<file path="src/rtl/gpio_sampler.sv">
// gpio_sampler: synchronise, debounce and track toggles of GPIO pins with capture-and-clear snapshots
module gpio_sampler #(
  parameter int WIDTH           = 2,
  parameter int SYNC_STAGES     = 2,
  parameter int DEBOUNCE_CYCLES = 4800,
  parameter int CNT_W           = 13
) (
  input  logic             FX2_CLK,
  input  logic             reset,
  input  logic [WIDTH-1:0] gpio_raw,
  output logic [WIDTH-1:0] gpio_stable,
  output logic [WIDTH-1:0] gpio_changed,
  output logic             change_event,
  input  logic             snapshot_req,
  output logic             snapshot_valid,
  output logic [WIDTH-1:0] snapshot_level,
  output logic [WIDTH-1:0] snapshot_changed,
  output logic [7:0]       snapshot_count
);
  logic [SYNC_STAGES-1:0][WIDTH-1:0] sync_q, sync_d;
  logic [WIDTH-1:0][CNT_W-1:0]       dbc_q, dbc_d;
  logic [WIDTH-1:0] stable_q, stable_d, changed_q, changed_d, toggle;
  logic [WIDTH-1:0] snap_level_q, snap_level_d, snap_changed_q, snap_changed_d;
  logic [7:0]       count_q, count_d, snap_count_q, snap_count_d;
  logic             evt_q, evt_d, snap_valid_q, snap_valid_d, any_t;
  logic [WIDTH-1:0] sync;
  always_comb begin
    sync_d   = {sync_q[SYNC_STAGES-2:0], gpio_raw};
    sync     = sync_q[SYNC_STAGES-1];
    stable_d = stable_q;
    toggle   = '0;
    dbc_d    = '0;
    for (int b = 0; b < WIDTH; b++) begin
      if (sync[b] != stable_q[b]) begin
        if (dbc_q[b] == CNT_W'(DEBOUNCE_CYCLES - 1)) begin
          stable_d[b] = sync[b];
          toggle[b]   = 1'b1;
        end else begin
          dbc_d[b] = dbc_q[b] + CNT_W'(1);
        end
      end
    end
    any_t          = |toggle;
    evt_d          = any_t;
    // a toggle landing on the request edge seeds the freshly cleared flags and count
    changed_d      = snapshot_req ? toggle : (changed_q | toggle);
    count_d        = snapshot_req ? {7'd0, any_t} :
                     any_t ? ((count_q == 8'hFF) ? count_q : count_q + 8'd1) : count_q;
    snap_valid_d   = snapshot_req;
    snap_level_d   = snapshot_req ? stable_q : snap_level_q;
    snap_changed_d = snapshot_req ? changed_q : snap_changed_q;
    snap_count_d   = snapshot_req ? count_q : snap_count_q;
  end
  always_ff @(posedge FX2_CLK) begin
    if (reset) begin
      sync_q         <= '0;
      dbc_q          <= '0;
      stable_q       <= '0;
      changed_q      <= '0;
      count_q        <= '0;
      evt_q          <= 1'b0;
      snap_valid_q   <= 1'b0;
      snap_level_q   <= '0;
      snap_changed_q <= '0;
      snap_count_q   <= '0;
    end else begin
      sync_q         <= sync_d;
      dbc_q          <= dbc_d;
      stable_q       <= stable_d;
      changed_q      <= changed_d;
      count_q        <= count_d;
      evt_q          <= evt_d;
      snap_valid_q   <= snap_valid_d;
      snap_level_q   <= snap_level_d;
      snap_changed_q <= snap_changed_d;
      snap_count_q   <= snap_count_d;
    end
  end
  assign gpio_stable      = stable_q;
  assign gpio_changed     = changed_q;
  assign change_event     = evt_q;
  assign snapshot_valid   = snap_valid_q;
  assign snapshot_level   = snap_level_q;
  assign snapshot_changed = snap_changed_q;
  assign snapshot_count   = snap_count_q;
endmodule

</file>
<file path="config.mk">
export PLATFORM = sky130hd
export DESIGN_NAME = gpio_sampler
export DESIGN_NICKNAME = d
export VERILOG_FILES = /design/src/rtl/gpio_sampler.sv
export SDC_FILE = /design/constraint.sdc
export NUM_CORES = 1
export LEC_CHECK = 0
export ABC_AREA = 1
export CORE_MARGIN = 5
export CORE_UTILIZATION = 40
export DETAILED_ROUTE_END_ITERATION = 10
export GPL_TIMING_DRIVEN = 0
export SYNTH_ARGS = -nofsm -noshare
export SYNTH_HDL_FRONTEND = slang
export SYNTH_SLANG_ARGS = --single-unit
export TNS_END_PERCENT = 20
</file>
<file path="constraint.sdc">
create_clock -name FX2_CLK -period 2 [get_ports FX2_CLK]
set_input_delay 0.4 -clock FX2_CLK [delete_from_list [all_inputs] [get_ports FX2_CLK]]
set_output_delay 0.4 -clock FX2_CLK [all_outputs]
set_load 0.05 [all_outputs]
</file>
======== Word-level counts from Yosys, hierarchy flattened ========
Cells that the tools add are included.
storage, ports and cells
  input bits .............................. 5
  output and inout port bits .............. 18
  register bits ........................... 56
  word-level logic and storage cells ...... 44
cells by class
  eq/ne operators ......................... 6
  bitwise gates (word level) .............. 4
  $add $sub $neg .......................... 3
  reduce and logical (&&, ||, !) cells .... 9
  muxes and demuxes ....................... 8
operator list
  kind                   number
  $add 13x1->13 const B  2
  $eq 13x13->1 const B   2
  $add 8x1->8 const B    1
  $eq 8x8->1 const B     1
  $reduce_and 2->1       4
  $mux 1                 7
  $reduce_or 3->1        2
  $reduce_or 2->1        2
  $not 1->1              3
  $mux 2                 1
  $ne 1x1->1             2
  $ne 2x2->1 const B     1
  $or 2x2->2             1
  $reduce_bool 2->1      1

======== Depth between registers and ports, before layout ========
Gate-level depths: netlist (run 1).
  depth after elaboration ................. 6
  mapped depth ............................ 10
  mapped depth without buffers ............ 10

======== Least setup slack after synthesis (run 1) ========
Ideal clock, no wire load.
  path kind ............................... register to register
  start point ............................. reg stable_q[0], in the netlist gpio_stable[0]
  end point ............................... reg count_q[7]
  cell stages (with the launch flop) ...... 7
  data arrival time ....................... 1.357 ns
  setup slack ............................. 0.521 ns
  library setup time ...................... 0.122 ns
  buffers on the path ..................... 0
  period minus slack after synthesis ...... 1.479 ns
  cells stage by stage .................... dfxtp_1 xor2_2 nand3_2 nand2_4 nand2_4 nand2_1 a21oi_1
on the way
  longest elaborated chain between the ends .. 4
RTL lines
  element                            line  text
  start: declaration                 22    logic [WIDTH-1:0] stable_q, stable_d, changed_q, changed_d, toggle;
  start signal: assignment           69    stable_q <= stable_d;
  $ne 1x1->1                         34    if (sync[b] != stable_q[b]) begin
  $mux 1                             34
  $reduce_or 2->1                    43    any_t = |toggle;
  $reduce_and 2->1 (no source line)  --
  end signal: assignment             71    count_q <= count_d;
  end: declaration                   24    logic [7:0] count_q, count_d, snap_count_q, snap_count_d;
Every way passes these cells.
A chain may end at the register's enable or synchronous reset.

======== Worst setup path in the final report (run 1) ========
  start point ............................. reg stable_q[1], in the netlist gpio_stable[1]
  end point ............................... out gpio_stable[1]
RTL lines
  element           line  text
  end: declaration  11    output logic [WIDTH-1:0] gpio_stable,
No word-level cell between the ends.

==> summary by stage, run 1 <==
Worst setup path
For the worst setup path, the data required time is 1600 ps. The data arrival time of the worst path is 1540 ps. For the worst flop-to-flop path, the logic depth is 10.

The largest individual stage delay along the critical path comes from the cell clkdlybuf4s50_1. The worst setup path is captured at an output pin. The number of buffers and inverters on the critical path is 1.

The largest single stage delay on the critical path is 830 ps. In this run the worst path has a maximum fanout of 3. The family with the most delay on the worst path is buffers and inverters.

The destination of the worst register-to-register timing path is dbc_q[12]. The critical path in this run is classified as flip-flop to output pin. The launch point of the critical path is gpio_stable[1]. The launch point of the worst reg-to-reg path is dbc_q[0]. The worst register-to-register path has a setup slack of approximately 490 ps. STA classifies the critical path startpoint as a flip-flop.

The critical path goes through clkdlybuf4s50_1.

Routing
The number of nets still failing antenna checks after routing is 0. The post-detailed-route wirelength per cell is 11.04 um. After detailed routing, the total wire length is 4459 um.

For this block, the via count after detailed routing is 1900. The via density per instance is ~4.7. The pre-antenna-repair detailed-routing pass consisted of 4 iterations. The number of DRC markers after the initial detailed-route iteration is 80. The number of DRC violations after detailed routing is 0.

Floorplanning
For this configuration, the core starts out at a cell density of about two fifths. The overall die area is 0.007624 sq mm. The die span in x is 87.32 um.

The number of rows in the core area is 28. During I/O placement, the number of pins put on the boundary was 23. The die is 87.32 um tall. The total area inside the core boundary comes to 0.005851 sq mm.

Yosys
In the post-synthesis netlist, the cell with the most instances is dfxtp_1. The simple-gate share of the synthesized area is 31.19%. The main combinational cell family by area after synthesis is simple AND/OR/NAND/NOR gates. After synthesis, the share of flip-flops with an asynchronous set or reset is 0%.

The synthesized netlist devotes under 10% of its cell area to compound gates. In the synthesized netlist, the cells that appear most often are dfxtp_1 (56), nand2_1 (47), nor2_1 (42), inv_1 (32), nand3_1 (22). The average size of a mapped cell is 7.970 sq um. Counting flops and latches in the post-synthesis netlist gives 56. Yosys attributes the largest share of cell area to dfxtp_1 (47%), nand2_1 (7.4%), nor2_1 (6.6%). The post-synthesis net count is 308. Of the post-synthesis cell area, the part taken by muxes is 0%. The number of synthesized flops with an enable pin is 0. After Yosys synthesis, XOR and XNOR cells account for about 4.7% of the synthesized area. For this run, the register share of the synthesized area comes to 46.89%.

After synthesis the cells add up to 0.002391 sq mm. The largest area contributor in the netlist is dfxtp_1. The top cell type by area accounts for between 40% and 50% of the synthesized area. The cell count after synthesis came out at 300. The number of warning messages in the yosys log is 0. Synthesis instantiated 30 different standard cells from the library. The adder-cell area share of the yosys netlist is 1.570%.

For this run, the leading register cell type out of synthesis is dfxtp_1.

Clocking
The CTS clock-pin slew for the worst setup and hold paths is about 100 ps. The number of buffers on the longest clock path is 2. Buffers inserted during clock tree synthesis total 5.

The clock network latency to the later pin of the worst-skew pair is 310 ps. Buffers added to address setup during post-CTS repair amount to 0. The TritonCTS clock tree is built. The cell chosen for the clock root is clkbuf_8. CTS built an H-tree with a depth of 2. The total number of clock tree sinks is 56.

Placed design
Routability-driven placement finished with a final weighted congestion of 0.8048. The count of buffers from port buffering is 21. After detailed placement, the design holds a cell count of 396. The HPWL after detailed placement is 3362 um.

STA
The worst setup skew after layout is approximately 5 ps. The total count of hold-check failures in the final report is 0. Setup violations remaining at the end of the flow were counted as 0. Setup repair after global routing left no endpoint under its margin. The accumulated negative setup slack is 0 ps. The number of pins with negative max-slew slack in the final report was 0. The final worst-path cycle share is roughly 97%. At the pin with the least slew margin, the transition time is 500.7 ps. The timing-limited maximum frequency is slightly above 500 MHz. The worst path needs 1938 ps of the cycle, external delays included. The relative slew slack is 66.52%.

Run status
The run finished with clean final reports.

Cells and area
The area growth from synthesis to layout is 17.32%. The combined area of the multi-input logic cells is 0.001109 sq mm. The filler cells instantiated in the layout total just under 600.

The total number of nets in the final design is 336. The fraction of layout cells with a size suffix above 1 is 13.07%. In the final layout, flip-flops and latches occupy 0.001121 sq mm.

The number of diodes added for antenna fixing is 0. The finished layout holds 404 standard cells, fillers aside.

Power and ir drop
The leakage component of the power is 1.023 nW. Dividing total power by cell area gives a power density of about 680 mW/mm^2. The maximum vdd ir drop is 0.0002988 V.

Worst hold path
The capture endpoint of the worst hold path is sync[1]. The number of instances on the worst hold path is 2. The min-delay analysis places its worst path in the category primary input to flip-flop. The worst min-delay path startpoint is reset.

Global route
The first global-routing pass estimated 7928 um of wire. Summed over all layers, the global routing overflow is 0. The initial antenna violation count is 0. The via count of the first global-routing pass is 1767.

The overall track demand over capacity in global routing is 13.06%. Entering global routing, the biggest net connects 18 pins.

Job
The count of maximum capacitance violations is 0.
## per-layer routing
metal  share of wire [%]  GRT usage (%)
met5                   0              0
met4                 1.7          4.184
met3                 5.0          3.595
met2                  42          20.27
met1                  52          17.49
## what timing repair did
action	in CTS	in global routing
endpoints found under the hold margin	0	0
gates resized for setup	1	0
endpoints found under the setup margin	1	0
hold buffers	0	0
## state kept, by name (all words and copies together), names as in the netlist
| name | count |
|---|---|
| gpio_stable | 2 |
| snapshot_count | 8 |
| sync_d | 2 |
| snapshot_changed | 2 |
| gpio_changed | 2 |
| count_q | 8 |
| change_event | 1 |
| dbc_q | 26 |
| snapshot_valid | 1 |
| snapshot_level | 2 |
| sync | 2 |
## cells by family (layout without fill, tap and decap cells)
| group | after synthesis | count (layout) |
|---|---|---|
| simple gates | 149 | 149 |
| flops | 56 | 56 |
| buf+inv | 42 | 71 |
| compound gates | 38 | 38 |
| xor+xnor | 12 | 12 |
| fa+ha+maj | 3 | 3 |
## report_power, final
group,switching (mW),internal (mW)
Clock,0.364,0.371
Sequential,0.00288,1.12
Combinational,0.0324,0.0150
## final cells by class
class	instances	area share, %
Clock inverter	3	1.517
Clock buffer	5	2.453
Timing Repair Buffer	21	7.449
Multi-Input combinational cell	202	39.52
Tap cell	75	3.345
Inverter	39	5.219
Buffer	3	0.5352
Sequential cell	56	39.96
## per-stage QoR
step                      utilization, %  worst slack, ps  total power, mW  hold slack [ps]  area, sq um
after floorplan                        -            521.2            1.179            388.3         2391
after global placement             46.07            225.5            1.198            396.0         2695
after detailed placement           46.07            212.1            1.197            396.7         2695
after CTS                          47.95            39.61            1.937            374.2         2805
after global routing               47.95            8.858            1.989            387.1         2805
final                              47.95            62.22            1.906            376.0         2805
## placed cells by master, fill, tap and decap left out, types with 2 or more instances in the layout
cell type	netlist	final
xor2_1	10	10
clkbuf_8	0	5
dfxtp_1	56	56
a22o_1	4	4
nor3_1	7	7
or2_2	2	2
nor2_1	42	42
inv_2	7	7
nand4_1	5	5
nor2_4	2	2
a211oi_1	3	3
inv_1	32	32
a21oi_1	18	18
nor2_2	5	5
buf_2	3	3
nand3_1	22	22
ha_1	3	3
nand2_1	47	47
nand2_2	4	4
o21ai_1	9	9
nand2_4	3	3
clkdlybuf4s50_1	0	20
nand3_2	4	4
o21ai_0	4	4
## how the worst max path moves through the flow
stage	to	slack (ps)	cells past startpoint
after floorplan	count_q[7]	520	6
after global placement	snapshot_count[3]	230	5
after detailed placement	snapshot_changed[1]	210	5
after CTS	gpio_stable[1]	40	1
after global routing	gpio_stable[1]	9	1
final	gpio_stable[1]	60	1
(Power assumes the default switching activity.)
==> run 2: changes to the inputs <==
--- a/config.mk
+++ b/config.mk
@@ -6,7 +6,7 @@
 export NUM_CORES = 1
 export LEC_CHECK = 0
 export ABC_AREA = 1
-export CORE_MARGIN = 5
+export CORE_MARGIN = 2
 export CORE_UTILIZATION = 40
 export DETAILED_ROUTE_END_ITERATION = 10
 export GPL_TIMING_DRIVEN = 0
==> summary by stage, run 2 (synthesis gave the netlist of run 1 again) <==
Global route
The initial antenna violation count is 0 (unchanged). The first-pass GRT wire length came to 7507 um (-5.3%). The via count of the first global-routing pass is 1690 (-4.4%). The total grt overflow is 0 (unchanged). The pin count of the biggest net entering global routing was 17 (-1).

The overall track demand over capacity in global routing is 14.70% (+1.6 points).

STA
Setup repair after global routing left no endpoint under its margin. The worst setup skew after layout is 10.28 ps (+5.212 ps). The total count of hold-check failures in the final report is 0 (unchanged).

The number of pins with negative max-slew slack in the final report is 0 (unchanged). The timing-limited maximum frequency came to 535.6 MHz (+3.8%). The transition time at the pin with the least slew margin was 528.7 ps (+28.05 ps). The final worst-path cycle share is 93.35% (-3.5 points). The accumulated negative setup slack came to 0 ps (unchanged). The shortest period the worst path allows was 1867 ps (-70.70 ps). The total setup violations reported at the end of the flow was 0 (unchanged). The relative slew slack is 64.69% (-1.8 points).

Worst setup path
The data arrival time of the worst path was 1470 ps (-70 ps). The slowest stage of the critical path is the clkdlybuf4s50_1 cell. The biggest fanout along the worst timing path is 2 (-1).

The critical path start-end classification is flip-flop to output pin. The maximum single-stage delay on the critical path is 800 ps (-30 ps). The required time of the critical path is 1600 ps (about the same). The combined buffer and inverter count along the critical path is 1 (unchanged). STA classifies the critical path startpoint as a flip-flop. The nature of the critical path endpoint is an output pin. Walking the worst path, the cells encountered are clkdlybuf4s50_1. The family with the most delay on the worst path is buffers and inverters.

Job
The count of maximum capacitance violations came to 0 (unchanged).

Clocking
The number of buffers on the longest clock path was 2 (unchanged). The count of H-tree levels built during CTS is 2 (unchanged). The tree is rooted in a clkbuf_8. The total clock buffers created by CTS came to 5 (unchanged).

The total number of clock tree sinks came to 56 (unchanged). The TritonCTS clock tree is built. The number of setup buffers added after CTS was 0 (unchanged).

The clock network latency to the later pin of the worst-skew pair is 310 ps (about the same). The CTS clock-pin slew for the worst setup and hold paths is 100 ps (about the same).

Cells and area
The most common library cell in the layout ignoring fill and taps is dfxtp_1. The combined area of the multi-input logic cells came to 0.001109 sq mm (unchanged). The total number of nets in the final design is 336 (unchanged).

The relative area change from synthesis to final layout is 18.21%. The area taken by flip-flops and latches is 0.001121 sq mm (unchanged). The fraction of layout cells with a size suffix above 1 is 13.07% (unchanged). The register name with the most flops is dbc_q. In the layout the commonest cells are dfxtp_1 (56), nand2_1 (47), nor2_1 (42), inv_1 (32), nand3_1 (22). The number of diodes added for antenna fixing is 0 (unchanged). The cell area after layout is 0.002826 sq mm (+0.76%). The flip-flop count of the largest register after layout is 26 (unchanged). The fill cell instance count of the final layout was 608 (+3.6%).

Power and ir drop
The maximum vdd ir drop is 0.0002685 V (-10%). The cell area power density is 696.9 mW/mm^2 (+2.6%). The leakage component of the power is 1.066 nW (+4.2%).

Routing
The post-detailed-route wirelength per cell is 10.72 um (-2.8%). The overall via count from detail_route is 1888 (-0.63%). The detailed-routing iteration count for the pre-antenna-repair pass is 4 (unchanged). The number of DRC violations after detailed routing was 0 (unchanged).

The number of DRC markers after the initial detailed-route iteration is 87 (+8.8%). The sum of routed wire length over all layers is 4332 um (-2.8%). The number of nets still failing antenna checks after routing is 0 (unchanged).

The via density per instance came to 4.673 (-0.63%).

Run status
The run finished with clean final reports.

Floorplanning
The die span in x is 81.32 um (-6.9%). The initial cell density of the core is 40.87% (unchanged). The area of the core is 0.005851 sq mm (unchanged). The I/O pin count is 23 (unchanged). The number of rows in the core area is 28 (unchanged). The height of the die came to 81.32 um (-6.9%).

The overall die area is 0.006612 sq mm (-13%).

Placed design
The global placer's final weighted congestion is 0.7816 (-2.9%). The HPWL after detailed placement is 3263 um (-2.9%). The post-place instance area was 0.002695 sq mm (unchanged). The count of buffers from port buffering came to 21 (unchanged).

Worst hold path
The class of the tightest hold or removal check is primary input to flip-flop.
run 2: changes by cell type in the layout (fill, tap and decap cells not counted):
cell	before	now
clkbuf_8	5	7
clkdlybuf4s50_1	20	19
clkinv_2	1	0
clkinvlp_4	1	0
dlygate4sd2_1	1	0
dlymetal6s2s_1	0	2
run 2: stage by stage:
stage                     utilization, %  total power [mW]  std cells  setup slack (ps)  hold slack, ps
after floorplan                        -             1.179        300             521.2           388.3
after global placement             46.07             1.197        396             197.8           391.8
after detailed placement           46.07             1.197        396             214.3           395.7
after CTS                          48.23             2.001        404             5.614           384.2
after global routing               48.31             2.047        404             65.41           400.6
final                              48.31             1.970        404             132.9           384.0
run 2: layout make-up:
cell class	count	area share, %
flip-flops and latches	56	39.66
inverters	39	5.179
repair buffers	21	7.614
well taps	75	3.320
clock inverters	1	1.062
multi-input cells	202	39.22
clock buffers	7	3.409
plain buffers	3	0.5312
run 2: worst paths after layout:
kind	from	end	slack (ps)	cells after the start
setup / recovery	gpio_changed[0]	gpio_changed[0]	130	1
hold / removal	reset	sync[1]	380	2
hold reg to reg	sync_d[2]	sync[0]	410	2
setup reg to reg	dbc_q[0]	dbc_q[12]	500	10
run 2: metal layers:
layer,share of wire (%),track usage (%),vias to the layer above
met2,41,21.97,29
met4,1.9,6.610,0
met5,0,0,-
met1,52,20.08,828
li1,-,-,1023
met3,4.2,3.444,8
run 2: where the power goes:
part | total, mW | internal, mW | leakage [nW] | switching, mW
combinational | 0.0476 | 0.0150 | 0.550 | 0.0325
sequential | 1.12 | 1.12 | 0.452 | 0.00301
clock | 0.799 | 0.442 | 0.0645 | 0.357
total | 1.97 | 1.58 | 1.07 | 0.393
run 2: timing repair:
action,CTS,global route
endpoints found under the setup margin,0,2
resized for setup,0,2
hold buffers,0,0
